`config.mk`:
```
export PLATFORM = sky130hd
export DESIGN_NAME = mode_sched
export DESIGN_NICKNAME = d
export VERILOG_FILES = /design/src/rtl/mode_sched_pkg.sv /design/src/rtl/mode_sched_rr_pick.sv /design/src/rtl/mode_sched.sv
export SDC_FILE = /design/constraint.sdc
export NUM_CORES = 1
export LEC_CHECK = 0
export CAP_MARGIN = 20
export CORE_UTILIZATION = 40
export DETAILED_ROUTE_END_ITERATION = 10
export RECOVER_POWER = 50
export SLEW_MARGIN = 20
export SYNTH_ARGS = -nofsm -noshare
export SYNTH_HDL_FRONTEND = slang
export SYNTH_HIERARCHICAL = 1
export SYNTH_SLANG_ARGS = --single-unit
```
`constraint.sdc`:
```
create_clock -name sys_clk -period 5.97 [get_ports sys_clk]
set_input_delay 1.194 -clock sys_clk [delete_from_list [all_inputs] [get_ports sys_clk]]
set_output_delay 1.194 -clock sys_clk [all_outputs]
set_load 0.05 [all_outputs]
```
`src/rtl/mode_sched_pkg.sv`:
```
// -----------------------------------------------------------------------------
// mode_sched_pkg
// Shared definitions for the mode scheduler: requester count, select width,
// the scheduler state type and a one-hot decode helper.
// No ports (package).
// -----------------------------------------------------------------------------
package mode_sched_pkg;

   localparam int NUM_REQ = 4;
   localparam int SEL_W   = 2;

   // IDLE: arbitrate, HOLD: grant owned, GAP: one dead cycle between owners
   typedef enum logic [1:0] {
      IDLE = 2'd0,
      HOLD = 2'd1,
      GAP  = 2'd2
   } state_e;

   // Decode a select value into a one-hot grant vector
   function automatic logic [NUM_REQ-1:0] onehot(input logic [SEL_W-1:0] idx);
      logic [NUM_REQ-1:0] v;
      v      = {NUM_REQ{1'b0}};
      v[idx] = 1'b1;
      return v;
   endfunction

endpackage

```
`src/rtl/mode_sched_rr_pick.sv`:
```
// -----------------------------------------------------------------------------
// rr_pick
// Purely combinational round-robin picker. The search starts one position
// after last_owner and wraps, so the previous owner has lowest priority.
// Ports:
//   req        [NUM_REQ-1:0]  request vector, bit i asks for select value i
//   last_owner [SEL_W-1:0]    requester granted most recently
//   winner     [SEL_W-1:0]    first requester found in rotating order
//                             (last_owner when nothing is requested)
//   any_req                   at least one request bit is set
// -----------------------------------------------------------------------------
module rr_pick
   import mode_sched_pkg::*;
(
   input  logic [NUM_REQ-1:0] req,
   input  logic [SEL_W-1:0]   last_owner,
   output logic [SEL_W-1:0]   winner,
   output logic               any_req
);

   logic [SEL_W-1:0] idx_s;
   logic             found_s;

   // Rotating search: offsets 1..NUM_REQ from last_owner, first hit wins;
   // offset NUM_REQ wraps back onto last_owner itself.
   always_comb begin
      winner  = last_owner;
      found_s = 1'b0;
      idx_s   = last_owner;
      for (int k = 1; k <= NUM_REQ; k++) begin
         idx_s = last_owner + SEL_W'(k);
         if (!found_s && req[idx_s]) begin
            winner  = idx_s;
            found_s = 1'b1;
         end else begin
            found_s = found_s;
         end
      end
   end

   assign any_req = |req;

endmodule

```
`src/rtl/mode_sched.sv`:
```
// -----------------------------------------------------------------------------
// mode_sched
// Round-robin scheduler for a 4:1 mode mux with a minimum grant dwell.
// A winner picked in IDLE owns the mux for at least HOLD_CYCLES cycles, then
// one GAP cycle with no grant separates owners before arbitration restarts.
//
// Parameters:
//   HOLD_CYCLES  minimum dwell in sys_clk cycles (1 .. 2^20-1)
//   CNT_W        dwell counter width, must hold HOLD_CYCLES-1
// Ports:
//   sys_clk    system clock, all state on rising edge
//   sys_rst    synchronous active-high reset
//   req        [3:0] request per requester
//   gnt        [3:0] registered one-hot grant, zero when nobody owns the mux
//   sel        [1:0] registered mux select, holds its value outside HOLD
//   sel_valid  high exactly when gnt is non-zero
//   busy       high whenever the scheduler is not in IDLE
// Build option:
//   MODE_SCHED_PREEMPT_EN  req[0] (obstacle stop) preempts any other owner and
//                          is granted first in the following arbitration.
// -----------------------------------------------------------------------------
module mode_sched
   import mode_sched_pkg::*;
#(
   parameter int unsigned HOLD_CYCLES = 1000,
   parameter int unsigned CNT_W       = 20
) (
   input  logic               sys_clk,
   input  logic               sys_rst,
   input  logic [NUM_REQ-1:0] req,
   output logic [NUM_REQ-1:0] gnt,
   output logic [SEL_W-1:0]   sel,
   output logic               sel_valid,
   output logic               busy
);

   localparam logic [CNT_W-1:0] CNT_LOAD = CNT_W'(HOLD_CYCLES - 32'd1);
   localparam logic [CNT_W-1:0] CNT_ZERO = {CNT_W{1'b0}};
   localparam logic [CNT_W-1:0] CNT_ONE  = CNT_W'(1);

   state_e             state_q,      state_d;
   logic [CNT_W-1:0]   cnt_q,        cnt_d;
   logic [SEL_W-1:0]   last_owner_q, last_owner_d;
   logic [NUM_REQ-1:0] gnt_q,        gnt_d;
   logic [SEL_W-1:0]   sel_q,        sel_d;
   logic               sel_valid_q,  sel_valid_d;
   logic               busy_q,       busy_d;

   logic [SEL_W-1:0]   rr_ptr_s;
   logic [SEL_W-1:0]   winner_s;
   logic               any_req_s;
   logic               others_req_s;
   logic               release_s;
   logic               go_gap_s;

`ifdef MODE_SCHED_PREEMPT_EN
   logic               pre_q, pre_d;
   logic               preempt_s;

   // After a preemption the next search starts at requester 0
   assign rr_ptr_s  = pre_q ? {SEL_W{1'b1}} : last_owner_q;
   assign preempt_s = req[0] && (last_owner_q != {SEL_W{1'b0}});
`else
   assign rr_ptr_s  = last_owner_q;
`endif

   rr_pick u_rr_pick (
      .req        (req),
      .last_owner (rr_ptr_s),
      .winner     (winner_s),
      .any_req    (any_req_s)
   );

   // Dwell expiry hands over when the owner let go or someone else is waiting;
   // last_owner_q always names the current owner while in HOLD.
   assign others_req_s = |(req & ~onehot(last_owner_q));
   assign release_s    = (cnt_q == CNT_ZERO) && (!req[last_owner_q] || others_req_s);

`ifdef MODE_SCHED_PREEMPT_EN
   assign go_gap_s = preempt_s || release_s;
`else
   assign go_gap_s = release_s;
`endif

   // Next-state and registered-output decode
   always_comb begin
      state_d      = state_q;
      cnt_d        = cnt_q;
      last_owner_d = last_owner_q;
      gnt_d        = gnt_q;
      sel_d        = sel_q;
      sel_valid_d  = sel_valid_q;
      busy_d       = busy_q;
`ifdef MODE_SCHED_PREEMPT_EN
      pre_d        = pre_q;
`endif
      case (state_q)
         IDLE: begin
            if (any_req_s) begin
               state_d      = HOLD;
               cnt_d        = CNT_LOAD;
               last_owner_d = winner_s;
               sel_d        = winner_s;
               gnt_d        = onehot(winner_s);
               sel_valid_d  = 1'b1;
               busy_d       = 1'b1;
`ifdef MODE_SCHED_PREEMPT_EN
               pre_d        = 1'b0;
`endif
            end else begin
               gnt_d       = {NUM_REQ{1'b0}};
               sel_valid_d = 1'b0;
               busy_d      = 1'b0;
            end
         end
         HOLD: begin
            if (go_gap_s) begin
               state_d     = GAP;
               cnt_d       = CNT_ZERO;
               gnt_d       = {NUM_REQ{1'b0}};
               sel_valid_d = 1'b0;
               busy_d      = 1'b1;
`ifdef MODE_SCHED_PREEMPT_EN
               pre_d       = preempt_s;
`endif
            end else if (cnt_q != CNT_ZERO) begin
               cnt_d = cnt_q - CNT_ONE;
            end else begin
               // Dwell expired, owner still asking and uncontested: keep it
               cnt_d = CNT_ZERO;
            end
         end
         GAP: begin
            state_d     = IDLE;
            gnt_d       = {NUM_REQ{1'b0}};
            sel_valid_d = 1'b0;
            busy_d      = 1'b0;
         end
         default: begin
            state_d     = IDLE;
            cnt_d       = CNT_ZERO;
            gnt_d       = {NUM_REQ{1'b0}};
            sel_valid_d = 1'b0;
            busy_d      = 1'b0;
         end
      endcase
   end

   // State, counter and output registers with synchronous reset
   always_ff @(posedge sys_clk) begin
      if (sys_rst) begin
         state_q      <= IDLE;
         cnt_q        <= CNT_ZERO;
         last_owner_q <= {SEL_W{1'b1}};
         gnt_q        <= {NUM_REQ{1'b0}};
         sel_q        <= {SEL_W{1'b0}};
         sel_valid_q  <= 1'b0;
         busy_q       <= 1'b0;
`ifdef MODE_SCHED_PREEMPT_EN
         pre_q        <= 1'b0;
`endif
      end else begin
         state_q      <= state_d;
         cnt_q        <= cnt_d;
         last_owner_q <= last_owner_d;
         gnt_q        <= gnt_d;
         sel_q        <= sel_d;
         sel_valid_q  <= sel_valid_d;
         busy_q       <= busy_d;
`ifdef MODE_SCHED_PREEMPT_EN
         pre_q        <= pre_d;
`endif
      end
   end

   assign gnt       = gnt_q;
   assign sel       = sel_q;
   assign sel_valid = sel_valid_q;
   assign busy      = busy_q;

endmodule

```
After elaboration in Yosys (flattened, before gate mapping)
Cells that the tools add are included.
{"block": "totals", "register_bits": 32, "in_bits": 6, "out_inout_bits": 8, "elab_cells": 78}
{"block": "op_classes", "n_addsub": 4, "magnitude_cmp": 7, "eq_ne": 4, "mux": 34, "bitwise": 3, "reduce_logical": 19}
{"cell": "$mux 20", "n": 3}
{"cell": "$pmux 20 s3", "n": 1}
{"cell": "$logic_not 20->1", "n": 1}
{"cell": "$reduce_bool 20->1", "n": 1}
{"cell": "$sub 20x1->20 const B", "n": 1}
{"cell": "$lt 2x3->1 const B", "n": 5}
{"cell": "$mux 1", "n": 12}
{"cell": "$mux 2", "n": 6}
{"cell": "$bmux 1 s2", "n": 4}
{"cell": "$mux 4", "n": 2}
{"cell": "$pmux 4 s2", "n": 1}
{"cell": "$reduce_or 4->1", "n": 2}
{"cell": "$logic_and 1x1->1", "n": 6}
{"cell": "$reduce_and 2->1", "n": 3}
{"cell": "$add 2x2->2 const B", "n": 2}
{"cell": "$and 4x4->4", "n": 1}
{"cell": "$demux 1 s2", "n": 2}
{"cell": "$ge 2x1->1 const B", "n": 2}
{"cell": "$logic_not 1->1", "n": 4}
{"cell": "$ne 2x2->1 const B", "n": 2}
{"cell": "$not 4->4", "n": 1}
{"cell": "$pmux 1 s2", "n": 2}
{"cell": "$pmux 2 s2", "n": 1}
{"cell": "$add 2x1->2 const B", "n": 1}
{"cell": "5 further kinds", "n": 5}

Logic depth before layout (Yosys ltp)
Gate-level depths: netlist of the first run.
{"block": "depth", "depth_word": 19, "mapped_depth": 9, "depth_no_buf": 7}

Hierarchy
Netlist of the first run, hierarchy kept.
{"mod": "mode_sched", "instances": 1, "cells_per_inst": 194, "area_per_inst_um2": 1666.6, "seq_area_each_um2": 640.6}
{"mod": "rr_pick", "instances": 1, "cells_per_inst": 14, "area_per_inst_um2": 72.6, "seq_area_each_um2": 0.0}

Worst setup path after synthesis of the first run
Ideal clock, no wire load.
{"block": "synth_timing", "kind": "in2reg", "from": "input req[0]", "to": "register gnt_q[0], in the netlist gnt[0]", "setup_ns": 0.060, "arrival_time_ns": 2.294, "t_required_ns": 5.910, "slack_ns": 3.615, "stages": 4, "path_buffers": 0, "cell_sequence": "or3b_2 -> o2111ai_2 -> nor3b_4 -> a22o_1"}
{"block": "synth_between", "elab_chain_len": 18, "elab_cells_between_ends": 35, "cone_classes": "2 x order compare; 1 x eq/ne; 19 x mux; 1 x bitwise; 12 x reduce/logical"}
{"element": "start, declared", "line_no": "mode_sched.sv:30", "text": "input logic [NUM_REQ-1:0] req,"}
{"element": "$bmux 1 s2", "line_no": "mode_sched_rr_pick.sv:32", "text": "if (!found_s && req[idx_s]) begin"}
{"element": "$mux 1 (implied by the code)", "line_no": "mode_sched_rr_pick.sv:32"}
{"element": "$mux 1", "line_no": "mode_sched_rr_pick.sv:32"}
{"element": "$logic_not 1->1", "line_no": "mode_sched_rr_pick.sv:32"}
{"element": "$logic_and 1x1->1", "line_no": "mode_sched_rr_pick.sv:32"}
{"element": "$mux 1", "line_no": "mode_sched_rr_pick.sv:32"}
{"element": "$logic_not 1->1", "line_no": "mode_sched_rr_pick.sv:32"}
{"element": "$logic_and 1x1->1", "line_no": "mode_sched_rr_pick.sv:32"}
{"element": "[... 2 more ...]"}
{"element": "$logic_and 1x1->1", "line_no": "mode_sched_rr_pick.sv:32"}
{"element": "$mux 2", "line_no": "mode_sched_rr_pick.sv:32"}
{"element": "$lt 2x3->1 (implied by the code) or $ge 2x1->1 (tied branches)", "line_no": "mode_sched_pkg.sv:23", "text": "v[idx] = 1'b1;"}
{"element": "$logic_and 1x1->1 (implied by the code)", "line_no": "mode_sched_pkg.sv:23"}
{"element": "$mux 1 (implied by the code)", "line_no": "mode_sched_pkg.sv:23"}
{"element": "$demux 1 s2", "line_no": "mode_sched_pkg.sv:23"}
{"element": "$mux 4", "line_no": "mode_sched.sv:99", "text": "if (any_req_s) begin"}
{"element": "$pmux 4 s2", "line_no": "mode_sched.sv:97", "text": "case (state_q)"}
{"element": "end signal, assigned", "line_no": "mode_sched.sv:155", "text": "gnt_q <= {NUM_REQ{1'b0}};"}
{"element": "end signal, assigned", "line_no": "mode_sched.sv:166", "text": "gnt_q <= gnt_d;"}
{"element": "end, declared", "line_no": "mode_sched.sv:44", "text": "logic [NUM_REQ-1:0] gnt_q, gnt_d;"}
Several ways; a longest one is shown, not always the timed one. The select of a mux whose other input is x is not followed.
A chain may end at the register's enable or synchronous reset.

Final worst setup path of the first run
{"block": "layout_timing", "from": "register cnt_q[0]", "to": "register cnt_q[7]"}
{"block": "layout_between", "elab_chain_len": 4, "elab_cells_between_ends": 7, "cone_classes": "1 x add/sub; 3 x mux; 3 x reduce/logical"}
{"element": "start, declared", "line_no": "mode_sched.sv:42", "text": "logic [CNT_W-1:0] cnt_q, cnt_d;"}
{"element": "start signal, assigned", "line_no": "mode_sched.sv:164", "text": "cnt_q <= cnt_d;"}
{"element": "$sub 20x1->20 (tied with other cells)", "line_no": "mode_sched.sv:127", "text": "cnt_d = cnt_q - CNT_ONE;"}
{"element": "$mux 20 or $logic_and 1x1->1 (tied branches)", "line_no": "mode_sched.sv:126, mode_sched.sv:77"}
{"element": "$mux 20 *", "line_no": "mode_sched.sv:117", "text": "if (go_gap_s) begin"}
{"element": "$pmux 20 s3 *", "line_no": "mode_sched.sv:97"}
Every way passes the cells marked *; elsewhere a longest branch is shown, timed or not.

==> results of run 1 <==
==> registers in the layout, indices dropped and copies added, names as in the netlist <==
register      flops
busy              1
cnt_q            20
gnt               4
last_owner_q      2
sel               2
sel_valid         1
state_q           2
==> synth_stat cells, types with 3 or more instances <==
master	number	area, sq um
dfxtp_1	32	641
a21oi_1	22	110
nand2_1	18	67.6
nor2_1	17	63.8
nor3_1	12	60.1
o21ai_0	10	50.1
inv_1	7	26.3
nand3_1	7	35.0
nand3b_1	5	37.5
a211oi_1	4	30.0
clkbuf_1	4	15.0
a31oi_1	3	18.8
buf_4	3	22.5
nand4_1	3	18.8
nor4_1	3	18.8
or3_1	3	18.8
==> path summary, 6_finish.rpt <==
path,start,end,slack [ns],cells past startpoint
worst max-delay path,cnt_q[0]$_SDFFE_PP0P_,cnt_q[7]$_SDFFE_PP0P_,2.57,7
worst max register to register,cnt_q[0]$_SDFFE_PP0P_,cnt_q[7]$_SDFFE_PP0P_,2.57,7
worst min-delay path,sel[0]$_SDFFE_PP0P_,sel[0]$_SDFFE_PP0P_,0.46,2
worst min register to register,sel[0]$_SDFFE_PP0P_,sel[0]$_SDFFE_PP0P_,0.46,2
==> report_power, final <==
part	switching [mW]	internal, mW	total, mW
Clock	0.0820	0.0919	0.174
Sequential	0.0325	0.240	0.272
Combinational	0.130	0.0725	0.203
Total	0.245	0.404	0.649
==> cells by family (layout without fill, tap and decap cells) <==
logic type	count (synthesis)	in the layout	share of synthesized area
xor gates and xnor gates	2	2	0.0101
and+or+nand+nor	92	92	0.319
AOI/OAI and AO/OA	63	63	0.245
muxes	1	1	0.00576
DFF	32	32	0.368
buffers and inverters	17	30	0.0446
adders and majority gates	1	1	0.00719
==> per-layer routing <==
layer	GRT usage	up-vias	wire length, microns	part of all wire
met5	0	-	0	0
met4	0.0859	0	93	0.022
met3	0.0667	13	196	0.046
met2	0.316	46	1940	0.46
met1	0.264	795	2020	0.48
li1	-	809	-	-
==> critical path: stages, from the launching register on <==
cell and delay, ns:
dfxtp_1 0.35, inv_1 0.09, ha_1 0.19, or3b_1 0.45, nor4_1 0.99, a21oi_1 0.69, a221oi_1 0.43, nor2_1 0.07
==> layout make-up <==
class	instances	area share
clock buffer	6	0.0420
clock inverter	2	0.00509
inverter	8	0.0153
multi-input combinational	159	0.510
sequential	32	0.326
tap	50	0.0318
timing repair buffer	14	0.0700
==> flow_summary_export.csv, run 1 <==
group,metric,value,unit
floorplan,die_y,67.9,microns
layout,nets,227,
layout,final_common_cell,"dfxtp_1",
critical_path,crit_arrival,3.56,ns
synthesis,yosysUniqueCellTypes,55,
outcome,status,"completed",
grt,antenna_found_initial,0,
floorplan,die-area,4620,sq um
timing,finalSetupTns,0,ns
timing,drv_slew,0,
timing,finalCritPeriodShare,0.569,
synthesis,netlist_instances,208,
synthesis,synth_edf_count,0,
routing,dr.pass1.iters,4,
clock_network,htreeDepth,2,
clock_network,cts-hold-fix-buffers,0,
placement,hpwl,2960,microns
clock_network,cts_sinks,32,
layout,finalInstanceArea,1970,sq um
synthesis,yosysWarnings,6,
routing,wl_per_cell,15.7,microns
timing,rsz0062_at_grt,"false",
timing,period_needed,3.40,ns
clock_network,ctsResizeCount,0,
clock_network,clock_latency,0.29,ns
power_and_ir_drop,p_leak,0.743,nW
floorplan,dieWidth,67.9,microns
timing,clock_skew,0.00640,ns
critical_path,critical_path_class,"reg2reg",
clock_network,cts_setup_buffers,0,
critical_path,cp-start-kind,"flip-flop",
timing,worst_pin_slew,1.36,ns
clock_network,cts.reportedPaths.clkPinSlew,0.07,ns
placement,placed_area,1890,sq um
synthesis,ys.flop_type,"dfxtp_1",
critical_path,cp_data_required_time,6.13,ns
timing,slew_headroom,0.0942,
synthesis,async_flop_share,0,
layout,final_core_util,0.481,
synthesis,synth_area,1740,sq um
timing,fin_ws,2.57,ns
clock_network,root_buffer,"clkbuf_8",
layout,antenna_cells,0,
layout,area_growth,13.0,%
timing,setup_viol,0,
routing,ant_nets,0,
grt,grt_usage,0.206,
synthesis,synth.net_count,215,
grt,grt_start_max_net_pins,38,
layout,register_area,641,sq um
routing,drc,0,
placement,dp_slack,2.88,ns
layout,fin_cells,271,
routing,drt-total-wl,4250,microns
flow_run,maxCapViolations,0,
placement,placed_cells,263,
power_and_ir_drop,ir_worst_vdd,0.000156,V
power_and_ir_drop,pwr_density_cell,330,nW/um^2
routing,vias_per_cell,6.14,
grt,grt_pass1_wl,7140,microns
floorplan,rows,23,
layout,multi_input_area,1000,sq um
synthesis,yosysSeqAreaShare,0.368,
synthesis,synth.avg_cell_area,8.36,sq um
layout,final_cell_mix,"dfxtp_1, a21oi_1, nand2_1",
clock_network,cts_tree,"built",
grt,gr-total-overflow,0,
critical_path,critPathMaxFanout,18,
floorplan,ioPinCount,14,
grt,grt_pass1_vias,1546,
floorplan,core_region_area,4090,sq um
timing,timing.hold.ws,0.458,ns
placement,gp_congestion,0.805,
power_and_ir_drop,p_total,0.649,mW
timing,fmax,0.294,GHz
clock_network,cts_max_path_buffers,2,
placement,portBuffers,13,
critical_path,cp-end-kind,"flip-flop",
timing,final-hold-violation-count,0,
layout,fillerInstances,410,
synthesis,ys_ff_latch,32,
layout,drive_gt1_frac,0.0950,
floorplan,initial_utilization,0.426,
routing,num_vias,1663,
clock_network,cts_made_buffers,5,
worst_hold_path,hold_class,"reg2reg",
routing,drt-initial-drc-count,76,
Power figures use the tool's default switching activity.
==> run 2, diff against run 1 <==
Clock period 5.97 ns to 3.5 ns, I/O delays scaled along.
==> flow_summary_export.csv, run 2 (synthesized netlist as in run 1, its figures left out) <==
group,metric,value,unit
layout,top_register,"cnt_q",
timing,fin_ws,0.918,ns
layout,largest_register_ffs,20,
grt,use_met3,0.0417,
placement,hpwl,3010,microns
clock_network,cts_setup_buffers,0,
timing,finalCritPeriodShare,0.738,
grt,antenna_found_initial,0,
routing,drt-initial-drc-count,125,
placement,portBuffers,13,
grt,grt.busiest_layer,"met2",
layout,area_growth,15.7,%
layout,nets,231,
clock_network,cts_sinks,32,
power_and_ir_drop,pwr_density_cell,551,nW/um^2
critical_path,crit_arrival,2.80,ns
clock_network,cts.reportedPaths.clkPinSlew,0.06,ns
routing,num_vias,1658,
routing,wl_per_cell,15.4,microns
layout,final_common_cell,"dfxtp_1",
floorplan,rows,23,
floorplan,dieWidth,67.9,microns
power_and_ir_drop,ir_worst_vdd,0.000360,V
critical_path,cp-end-kind,"flip-flop",
layout,antenna_cells,0,
timing,drv_slew,0,
floorplan,die_y,67.9,microns
grt,grt_start_max_net_pins,19,
routing,drc,0,
timing,slew_headroom,0.448,
timing,finalSetupTns,0,ns
timing,worst_pin_slew,0.828,ns
power_and_ir_drop,p_leak,0.758,nW
routing,dr.pass1.iters,4,
critical_path,cp_data_required_time,3.72,ns
routing,drt-total-wl,4240,microns
floorplan,ioPinCount,14,
layout,final_core_util,0.492,
grt,grt_pass1_vias,1579,
layout,drive_gt1_frac,0.111,
placement,gp_congestion,0.840,
timing,rsz0062_at_grt,"false",
critical_path,critical_path_class,"reg2reg",
clock_network,clock_latency,0.28,ns
clock_network,cts-hold-fix-buffers,0,
clock_network,htreeDepth,2,
grt,gr-total-overflow,0,
layout,final_cell_mix,"dfxtp_1, a21oi_1, nand2_1",
floorplan,core_region_area,4090,sq um
worst_hold_path,hold_class,"reg2reg",
grt,gr-usage-met2,0.328,
layout,fillerInstances,394,
timing,period_needed,2.58,ns
timing,final-hold-violation-count,0,
placement,dp_slack,0.943,ns
grt,met1_usage,0.283,
timing,setup_viol,0,
routing,vias_per_cell,6.03,
clock_network,ctsResizeCount,0,
floorplan,die-area,4620,sq um
clock_network,root_buffer,"clkbuf_8",
timing,clock_skew,0.00329,ns
grt,grt_pass1_wl,7260,microns
floorplan,initial_utilization,0.426,
critical_path,cp-start-kind,"flip-flop",
clock_network,cts_tree,"built",
power_and_ir_drop,p_total,1.11,mW
routing,ant_nets,0,
timing,fmax,0.387,GHz
grt,grt_usage,0.210,
flow_run,maxCapViolations,0,
outcome,status,"completed",
clock_network,cts_max_path_buffers,2,
critical_path,critPathMaxFanout,18,
clock_network,cts_made_buffers,5,
## run 2: changes by cell type in the layout (fill, tap and decap cells not counted)
| cell | previous run | this run |
|---|---|---|
| buf_4 | 1 | 5 |
| clkbuf_1 | 0 | 2 |
| clkinv_2 | 2 | 0 |
| a21oi_1 | 23 | 22 |
| a21oi_2 | 0 | 1 |
| nor4_1 | 4 | 3 |
| nor4_4 | 1 | 2 |
## run 2: through the flow
stage	hold slack, ns	std cells	instance area (sq um)
6_report	0.460	275	2010
5_1_grt	0.491	275	2010
4_1_cts	0.464	275	2010
3_5_place_dp	0.449	267	1920
3_3_place_gp	0.443	267	1920
2_1_floorplan	0.452	208	1740
## run 2: worst paths after layout
kind	to	cells past startpoint	slack [ns]	start
max	cnt_q[11]$_SDFFE_PP0P_	7	0.92	cnt_q[0]$_SDFFE_PP0P_
min	sel_valid$_SDFFE_PP0P_	1	0.46	sel_valid$_SDFFE_PP0P_
max reg2reg	cnt_q[11]$_SDFFE_PP0P_	7	0.92	cnt_q[0]$_SDFFE_PP0P_
min reg2reg	sel_valid$_SDFFE_PP0P_	1	0.46	sel_valid$_SDFFE_PP0P_
## run 2: final cells by class
class | count | area [sq um] | area share
Sequential cell | 32 | 641 | 0.318
Timing Repair Buffer | 18 | 168 | 0.0833
Clock buffer | 8 | 90.1 | 0.0448
Inverter | 8 | 30.0 | 0.0149
Tap cell | 50 | 62.6 | 0.0311
Multi-Input combinational cell | 159 | 1020 | 0.507
## run 2: power by group
part | switching, mW | internal [mW]
Combinational | 0.228 | 0.130
Clock | 0.126 | 0.160
Sequential | 0.0545 | 0.409
Total | 0.408 | 0.700
## run 2: worst max-delay path: stages, from the launching register on
cell and delay, ns:
dfxtp_1 0.40, inv_1 0.08, ha_1 0.22, or3b_1 0.31, nor4_4 0.12, a21oi_2 0.65
or4b_2 0.64, nand3_1 0.09
## run 2: layer usage
layer / share of wire / routed length, microns
met5: 0 / 0
met1: 0.48 / 2040
met4: 0.0087 / 37
met2: 0.47 / 1980
met3: 0.044 / 187
